### src/rtl/result_packer_pkg.sv
// Shared types for the result packer: FSM state encoding and default lane count.
package result_packer_pkg;

    localparam int BURST_LEN_DEF = 8;

    typedef enum logic [1:0] {
        IDLE  = 2'd0,
        PACK  = 2'd1,
        FLUSH = 2'd2
    } state_t;

endpackage

### src/rtl/result_packer_queue.sv
// Circular FIFO of packed words for the result packer; head is read combinationally.
module packer_queue #(
    parameter int DEPTH = 4,
    parameter int W     = 32
) (
    input  logic         clk,
    input  logic         rst,
    input  logic         clear,
    input  logic         push,
    input  logic         pop,
    input  logic [W-1:0] wdata,
    output logic [W-1:0] rdata,
    output logic         full,
    output logic         empty
);

    localparam int AW = $clog2(DEPTH);

    logic [W-1:0] mem [DEPTH];
    logic [AW-1:0] rd_ptr;
    logic [AW-1:0] wr_ptr;
    logic [AW:0] cnt;
    logic do_push;
    logic do_pop;

    assign full    = (cnt == (AW+1)'(DEPTH));
    assign empty   = (cnt == '0);
    assign do_pop  = pop && !empty;
    // A full queue still takes a word when the head leaves in the same cycle.
    assign do_push = push && (!full || do_pop);
    assign rdata   = mem[rd_ptr];

    always_ff @(posedge clk) begin
        if (do_push && !clear) begin
            mem[wr_ptr] <= wdata;
        end
    end

    always_ff @(posedge clk or posedge rst) begin
        if (rst) begin
            rd_ptr <= '0;
            wr_ptr <= '0;
            cnt    <= '0;
        end else if (clear) begin
            rd_ptr <= '0;
            wr_ptr <= '0;
            cnt    <= '0;
        end else begin
            if (do_push) wr_ptr <= wr_ptr + 1'b1;
            if (do_pop)  rd_ptr <= rd_ptr + 1'b1;
            cnt <= cnt + (AW+1)'(do_push) - (AW+1)'(do_pop);
        end
    end

endmodule

### src/rtl/result_packer.sv
// Writeback packer: serial fp16 results -> addressed BURST_LEN-lane words for the DMA.
// Optional word counter built only when RESULT_PACKER_STATS_EN is defined.
module result_packer
    import result_packer_pkg::*;
#(
    parameter int BURST_LEN = BURST_LEN_DEF,
    parameter int ADDR_W    = 10,
    parameter int Q_DEPTH   = 4
) (
    input  logic                    clk,
    input  logic                    rst,
    input  logic                    start,
    input  logic [ADDR_W-1:0]       base_addr,
    input  logic [ADDR_W-1:0]       addr_limit,
    input  logic                    in_en,
    input  logic [15:0]             in_data,
    input  logic                    flush,
    output logic                    m_valid,
    input  logic                    m_ready,
    output logic [ADDR_W-1:0]       m_addr,
    output logic [16*BURST_LEN-1:0] m_data,
    output logic [BURST_LEN-1:0]    m_mask,
    output logic                    busy,
    output logic                    done,
    output logic                    overflow,
    output logic [31:0]             word_count
);

    localparam int LW = $clog2(BURST_LEN);
    localparam int QW = ADDR_W + BURST_LEN + 16*BURST_LEN;

    state_t state, state_nx;
    logic [LW-1:0] lane_ptr;
    logic [16*BURST_LEN-1:0] lanes;
    logic [16*BURST_LEN-1:0] merged;
    logic [ADDR_W-1:0] wr_addr;
    logic [ADDR_W-1:0] base_q;
    logic [ADDR_W-1:0] limit_q;
    logic [LW:0] fill;
    logic [BURST_LEN-1:0] mask_p;
    logic take, full_word, partial, push, pop, q_push;
    logic q_full, q_empty;
    logic [QW-1:0] head;

    always_comb begin
        take   = (state == PACK) && in_en;
        merged = lanes;
        if (take) merged[lane_ptr*16 +: 16] = in_data;
        fill      = {1'b0, lane_ptr} + (LW+1)'(take);
        full_word = take && (lane_ptr == LW'(BURST_LEN-1));
        // Flush closes out whatever the current word holds, same-cycle sample included.
        partial   = (state == PACK) && flush && !full_word && (fill != '0);
        push      = full_word || partial;
        mask_p    = '0;
        for (int i = 0; i < BURST_LEN; i++) begin
            mask_p[i] = full_word || (i < int'(fill));
        end
    end

    assign pop    = m_valid && m_ready;
    assign q_push = push && !start;

    always_comb begin
        state_nx = state;
        done     = 1'b0;
        unique case (state)
            IDLE:    state_nx = IDLE;
            PACK:    if (flush) state_nx = FLUSH;
            FLUSH: begin
                if (q_empty) begin
                    state_nx = IDLE;
                    done     = 1'b1;
                end
            end
            default: state_nx = IDLE;
        endcase
        if (start) begin
            state_nx = PACK;
            done     = 1'b0;
        end
    end

    always_ff @(posedge clk or posedge rst) begin
        if (rst) state <= IDLE;
        else     state <= state_nx;
    end

    always_ff @(posedge clk or posedge rst) begin
        if (rst) begin
            lane_ptr <= '0;
            lanes    <= '0;
            wr_addr  <= '0;
            base_q   <= '0;
            limit_q  <= '0;
            overflow <= 1'b0;
        end else if (start) begin
            lane_ptr <= '0;
            lanes    <= '0;
            wr_addr  <= base_addr;
            base_q   <= base_addr;
            limit_q  <= addr_limit;
            overflow <= 1'b0;
        end else begin
            if (push) begin
                lane_ptr <= '0;
                lanes    <= '0;
                wr_addr  <= (wr_addr == limit_q) ? base_q : wr_addr + 1'b1;
                if (q_full && !pop) overflow <= 1'b1;
            end else if (take) begin
                lane_ptr <= lane_ptr + 1'b1;
                lanes    <= merged;
            end
        end
    end

    packer_queue #(
        .DEPTH (Q_DEPTH),
        .W     (QW)
    ) u_queue (
        .clk   (clk),
        .rst   (rst),
        .clear (start),
        .push  (q_push),
        .pop   (pop),
        .wdata ({wr_addr, mask_p, merged}),
        .rdata (head),
        .full  (q_full),
        .empty (q_empty)
    );

    // Head storage is not reset, so outputs are forced to zero while empty.
    assign m_valid = !q_empty;
    assign {m_addr, m_mask, m_data} = m_valid ? head : '0;
    assign busy = (state == PACK) || (state == FLUSH);

`ifdef RESULT_PACKER_STATS_EN
    always_ff @(posedge clk or posedge rst) begin
        if (rst)                              word_count <= '0;
        else if (start)                       word_count <= '0;
        else if (pop && word_count != '1)     word_count <= word_count + 1'b1;
    end
`else
    assign word_count = '0;
`endif

endmodule

### config.mk
export PLATFORM = sky130hd
export DESIGN_NAME = result_packer
export DESIGN_NICKNAME = d
export VERILOG_FILES = /design/src/rtl/result_packer_pkg.sv /design/src/rtl/result_packer_queue.sv /design/src/rtl/result_packer.sv
export SDC_FILE = /design/constraint.sdc
export NUM_CORES = 1
export LEC_CHECK = 0
export BUFFER_PORTS_ARGS = -buffer_cell sky130_fd_sc_hd__buf_2
export CAP_MARGIN = 20
export CORE_MARGIN = 8
export CORE_UTILIZATION = 41
export CTS_BUF_LIST = sky130_fd_sc_hd__clkbuf_8
export CTS_CLUSTER_SIZE = 10
export DETAILED_ROUTE_END_ITERATION = 8
export GPL_TIMING_DRIVEN = 0
export HOLD_SLACK_MARGIN = 0.15
export PLACE_DENSITY = 0.63
export SKIP_CTS_REPAIR_TIMING = 1
export SYNTH_ARGS = -nofsm -noshare
export SYNTH_HDL_FRONTEND = slang
export SYNTH_SLANG_ARGS = --single-unit
export TNS_END_PERCENT = 1
### constraint.sdc
create_clock -name clk -period 6.3 [get_ports clk]
set_input_delay 1.26 -clock clk [delete_from_list [all_inputs] [get_ports clk]]
set_output_delay 1.26 -clock clk [all_outputs]
set_load 0.01 [all_outputs]
---- Word-level counts from Yosys, hierarchy flattened ----
Memories as Yosys holds them, arrays and structs flattened.
Cells that the tools add are included.
storage, ports and cells
  memories kept ........................... 1
  bits in registers ....................... 171
  input port bits ......................... 42
  bits in writable memories ............... 584
  bits in read-only memories .............. 0
  latch bits .............................. 0
  output and inout port bits .............. 182
  logic and storage cells ................. 101
cells by class
  $mul .................................... 0
  shift-type cells ........................ 2
  reduce and logical (&&, ||, !) cells .... 36
  bitwise logic cells ..................... 0
  magnitude comparators ................... 8
  add/subtract/negate cells ............... 8
  divide/modulo/power cells ............... 0
  equality and inequality tests ........... 7
  multiplexer cells ....................... 29
memory list
  name         depth  width  rd ports  clocked after memory_dff  wr ports  RTL line                   source
  u_queue.mem  4      146    1         0                         1         result_packer_queue.sv:19  logic [W-1:0] mem [DEPTH];
operators with widths
  operator                                                  count
  two-way mux 128 bit                                       4
  two-way mux 146 bit                                       1
  bitwise mux 128 bit                                       1
  variable shift 16 x 34 -> 128 bit (first input constant)  1
  variable part select 16 x 34 -> 128 bit                   1
  negator 7 -> 34 bit                                       1
  two-way mux 10 bit                                        3
  < comparator 3 x 4 -> 1 bit (first input constant)        4
  two-way mux 2 bit                                         7
  two-way mux 3 bit                                         4
  logical AND 1 bit                                         11
  logical OR 1 bit                                          11
  adder 10 x 1 -> 10 bit (second input constant)            1
  equality test 10 bit                                      1
  < comparator 1 x 4 -> 1 bit (first input constant)        2
  < comparator 2 x 4 -> 1 bit (first input constant)        2
  two-way mux 1 bit                                         8
  nonzero test 2 bit                                        4
  equality test 3 bit (second input constant)               2
  != test 3 bit (second input constant)                     2
  logical NOT 1 bit                                         5
  adder 2 x 1 -> 2 bit (second input constant)              2
  adder 3 x 1 -> 4 bit                                      1
  case mux 2 bit (2 select lines)                           1
  9 further kinds                                           10

---- Logic depth before layout (Yosys ltp) ----
  word-level depth ........................ 12
  depth in mapped cells ................... 15
  gate-level depth less buffers ........... 15

---- By module ----
From an unflattened synthesis, not the netlist that was laid out.
second synthesis, totals
  cell total of the unflattened synthesis .. 1660
  area total of the unflattened synthesis .. 30688.2 um^2
by module, submodules not included
  module         sequential area each (um^2)  times used  area each (um^2)  cells each
  packer_queue   17712.0                      1           21654.5           809
  result_packer  4103.9                       1           9033.7            851

---- Least setup slack after synthesis ----
Ideal clock, no wire load.
  path kind ............................... input to register
  start point ............................. in in_en
  end point ............................... mem u_queue.mem[0][0] (netlist name), enable pin
  path buffers ............................ 0
  library setup time ...................... 0.523 ns
  data required time ...................... 5.777 ns
  cell stages on the path ................. 9
  data arrival time ....................... 5.966 ns
  setup slack ............................. -0.189 ns
  cells stage by stage .................... nand2_1 inv_1 ha_1 ha_1 xnor2_2 nand4_2 nand3_2 nor2_1 and2_1
between the ends
  word-level cells in the longest chain between the ends .. 11
  elaborated cells between the ends (all ways) .. 13
  classes of those cells .................. add/sub (1); mux (2); reduce/logical (10)
RTL lines
  element                                                                       RTL line                   source
  from (decl)                                                                   result_packer.sv:15        input logic in_en,
  logical AND 1 bit (*)                                                         result_packer.sv:46        take = (state == PACK) && in_en;
  parallel branches: the longest is 4 deep, another holds adder 3 x 1 -> 4 bit  --
  logical OR 1 bit (*)                                                          result_packer.sv:53        push = full_word || partial;
  logical AND 1 bit (*)                                                         result_packer.sv:61        assign q_push = push && !start;
  logical AND 1 bit (*)                                                         result_packer_queue.sv:30  assign do_push = push && (!full || do_pop);
  logical AND 1 bit (*)                                                         result_packer_queue.sv:34  if (do_push && !clear) begin
  two-way mux 1 bit (*)                                                         result_packer_queue.sv:34
  two-way mux 1 bit (implied by the code) (*)                                   result_packer_queue.sv:35  mem[wr_ptr] <= wdata;
  to (decl)                                                                     result_packer_queue.sv:19
Mark *: on every way between the ends.

---- Worst setup path after layout ----
  start point ............................. reg u_queue.rd_ptr[0]
  end point ............................... out m_data[108]
between the ends
  word-level cells in the longest chain between the ends .. 2
RTL lines
  element                    RTL line                   source
  from (decl)                result_packer_queue.sv:20  logic [AW-1:0] rd_ptr;
  from (signal assigned)     result_packer_queue.sv:50  if (do_pop) rd_ptr <= rd_ptr + 1'b1;
  memory read (4 x 146 bit)  --
  two-way mux 146 bit        result_packer.sv:133       assign {m_addr, m_mask, m_data} = m_valid ? head : '0;
  to (decl)                  result_packer.sv:21        output logic [16*BURST_LEN-1:0] m_data,
Every way passes these cells.

==> out/metrics.yaml <==
grt:
  grt_pass1_vias: 17500
  overflow: 0
  grt_max_degree: 119
  grt_pass1_wl_mm: 110
  grt_usage_pct: 17.6
  antenna_found_initial: 8
logic_synthesis:
  ys.flop_type: "edfxtp_1"
  async_reset_ff_share_pct: 22.6
  ys_types: 57
  synth_edf_count: 584
  ys_warn_count: 0
  syn-instance-count: 1766
  syn_area_per_cell_um2: 17.3
  ys_seq_area_share_pct: 71.4
  synth.ff_latch_count: 755
  syn_area_um2: 30500
worst_setup_path:
  startpoint: "u_queue.rd_ptr[0]$_DFFE_PP0P_"
  worstPathRequired_ns: 5.04
  end_kind: "output port"
  cp.arrival_ns: 3.41
  reg2reg_slack_ns: 2.20
  path_class: "reg2out"
  rr_startpoint: "state[1]$_DFFE_PP0P_"
  startpoint_type: "register"
  cp_max_fo: 10
die:
  core-area_um2: 74100
  pin_count: 224
  die_area_um2: 83500
  die_x_um: 289
  initial_core_util_pct: 41.2
  die_y_um: 289
  placementRows: 100
finish:
  finalNonFillerCells: 3200
  area_growth_pct: 16.4
  final_layout_size_suffix_gt1_share_pct: 29.9
  layout.nets: 2181
  layout_common_cells: "edfxtp_1, and2_1, buf_2, dfrtp_1, mux4_2"
  fin_util_pct: 48.0
  layout_commonest_cell: "edfxtp_1"
sta:
  fin_crit_ns: 4.67
  worst_slew_pin_slew_ns: 0.946
  slew_headroom_pct: 36.9
  slew_violations: 0
  fin_ws_ns: 1.63
  period_share_pct: 74.1
  hold_viol_final: 0
  fmax_ghz: 0.214
  setup_viol: 0
  skew_ns: 0.0274
  rsz0062_at_grt: "false"
routing:
  firstDrtPassIters: 5
  post_drt_wl_per_cell_um: 23.0
  vias: 16500
  drc_errors: 0
  totalWireLength_mm: 73.7
  avgViaCountPerCell: 5.15
  antenna_left: 0
  drt-initial-drc-count: 1110
min_path:
  hold_class: "reg2reg"
  hold_start: "base_q[3]$_DFFE_PP0P_"
clock_tree:
  worstSkewPairLatency_ns: 0.72
  clockBufferDepth: 3
  cts_root_buffer: "clkbuf_8"
  cts_tree: "built"
  clkTransAtPathRegs_ns: 0.06
  h-tree-depth: 3
  cts.sinks: 755
  numCtsBuffers: 120
place:
  portBuffers: 190
  hpwl_mm: 48.1
  dp_cells: 2970
  preCtsSetupSlack_ns: 1.45
  globalplace.congestion: 0.778
power:
  power_mw: 13.1
  max-vdd-ir-drop_mv: 0.181
  leakage_nw: 13.7
  powerDensity_nw_per_um2: 369
flow_run:
  cap_violations: 0
status:
  status: "finished clean"
-- per-stage QoR --
stage          hold WS [ns]  setup TNS, ns  area (um^2)
2_1_floorplan         0.444         -82.67        30700
3_3_place_gp          0.460       -2192.75        32800
3_5_place_dp          0.466              0        33200
4_1_cts               0.480              0        35500
5_1_grt               0.514              0        35600
6_report              0.484              0        35600
-- per-layer routing --
layer  GRT usage [%]  vias up  share of wire [%]
met3            3.12      108                5.3
met5               0        -              0.015
li1                -     7330                  -
met4            5.10        2                2.0
met2            29.8      473                 50
met1            23.2     8570                 43
-- logic make-up after synthesis --
group	after synthesis	share of synthesized area (%)
AOI/OAI and AO/OA	104	2.01
xor gates and xnor gates	19	0.569
adders and majority gates	16	0.680
buffers and inverters	155	2.49
DFF	755	71.4
muxes	234	14.2
other	1	0.0123
and+or+nand+nor	482	8.66
-- layout make-up --
cell class / instances / area, um^2
clock inverter: 88 / 434
sequential: 755 / 21800
buffer: 128 / 659
tap: 969 / 1210
clock buffer: 139 / 1910
antenna: 3 / 7.51
fill: 6383 / 38500
inverter: 27 / 109
timing repair buffer: 204 / 1310
multi-input combinational: 887 / 8090
-- state kept, by name, indices dropped and copies added (netlist names) --
register and cells:
lane_ptr 3, wr_addr 10, u_queue.cnt 3, u_queue.rd_ptr 2
u_queue.wr_ptr 2, limit_q 10, overflow 1, state 2
u_queue.mem 584, base_q 10, lanes 128
-- report_power, final --
group	leakage [nW]	total (mW)	internal [mW]	switching, mW
sequential	7.81	5.52	5.46	0.0629
combinational	4.41	3.62	1.63	1.98
clock	1.45	3.98	2.12	1.86
-- cells in the mapped netlist, types with 2 or more instances --
master    instances  area (um^2)
mux4_2          146         3290
nor2_8            2         40.0
o21ai_2           9         78.8
and2_1          245         1530
nand4_1           3         18.8
o211ai_1          4         30.0
mux2_1           10          113
o221ai_1          2         17.5
a31oi_1           4         25.0
buf_2            23          115
xor2_1           11         96.3
clkbuf_1         56          210
nor3_1            6         30.0
nor2b_1           4         25.0
nand3_1          49          245
mux2_4           14          210
a21o_1            2         15.0
a21oi_1          44          220
a211oi_1          2         15.0
nand3_2           2         20.0
nand2_1         138          518
nor2_1           12         45.0
xnor2_1           7         61.3
o21ai_1           8         40.0
nor4_1            3         18.8
nor3_2            2         20.0
and3_1            2         12.5
buf_4            36          270
inv_1            26         97.6
buf_1            11         41.3
mux2i_1           6         60.1
buf_6             2         22.5
mux2_2           58          653
o21ai_0          22          110
or3_1             4         25.0
ha_1             15          188
nand4_2           2         25.0
nor3b_1           2         15.0
dfrtp_1         171         4280
edfxtp_1        584        17500
-- worst max-delay path, cell delays in order, from the launching register on --
cell	delay, ns
dfrtp_1	0.33
clkbuf_1	0.19
clkbuf_1	0.71
buf_2	0.51
mux4_2	0.55
and2_1	0.24
buf_2	0.17
-- final timing paths --
path,to,cells after the start
setup / recovery,m_data[108],6
hold / removal,base_q[3]$_DFFE_PP0P_,2
setup reg to reg,u_queue.mem[3][35]$_DFFE_PP_,13
hold reg to reg,base_q[3]$_DFFE_PP0P_,2
max in group asynchronous,lanes[96]$_DFFE_PP0P_,3
min in group asynchronous,lanes[63]$_DFFE_PP0P_,2
No activity file was read; power rests on OpenSTA's default activity.
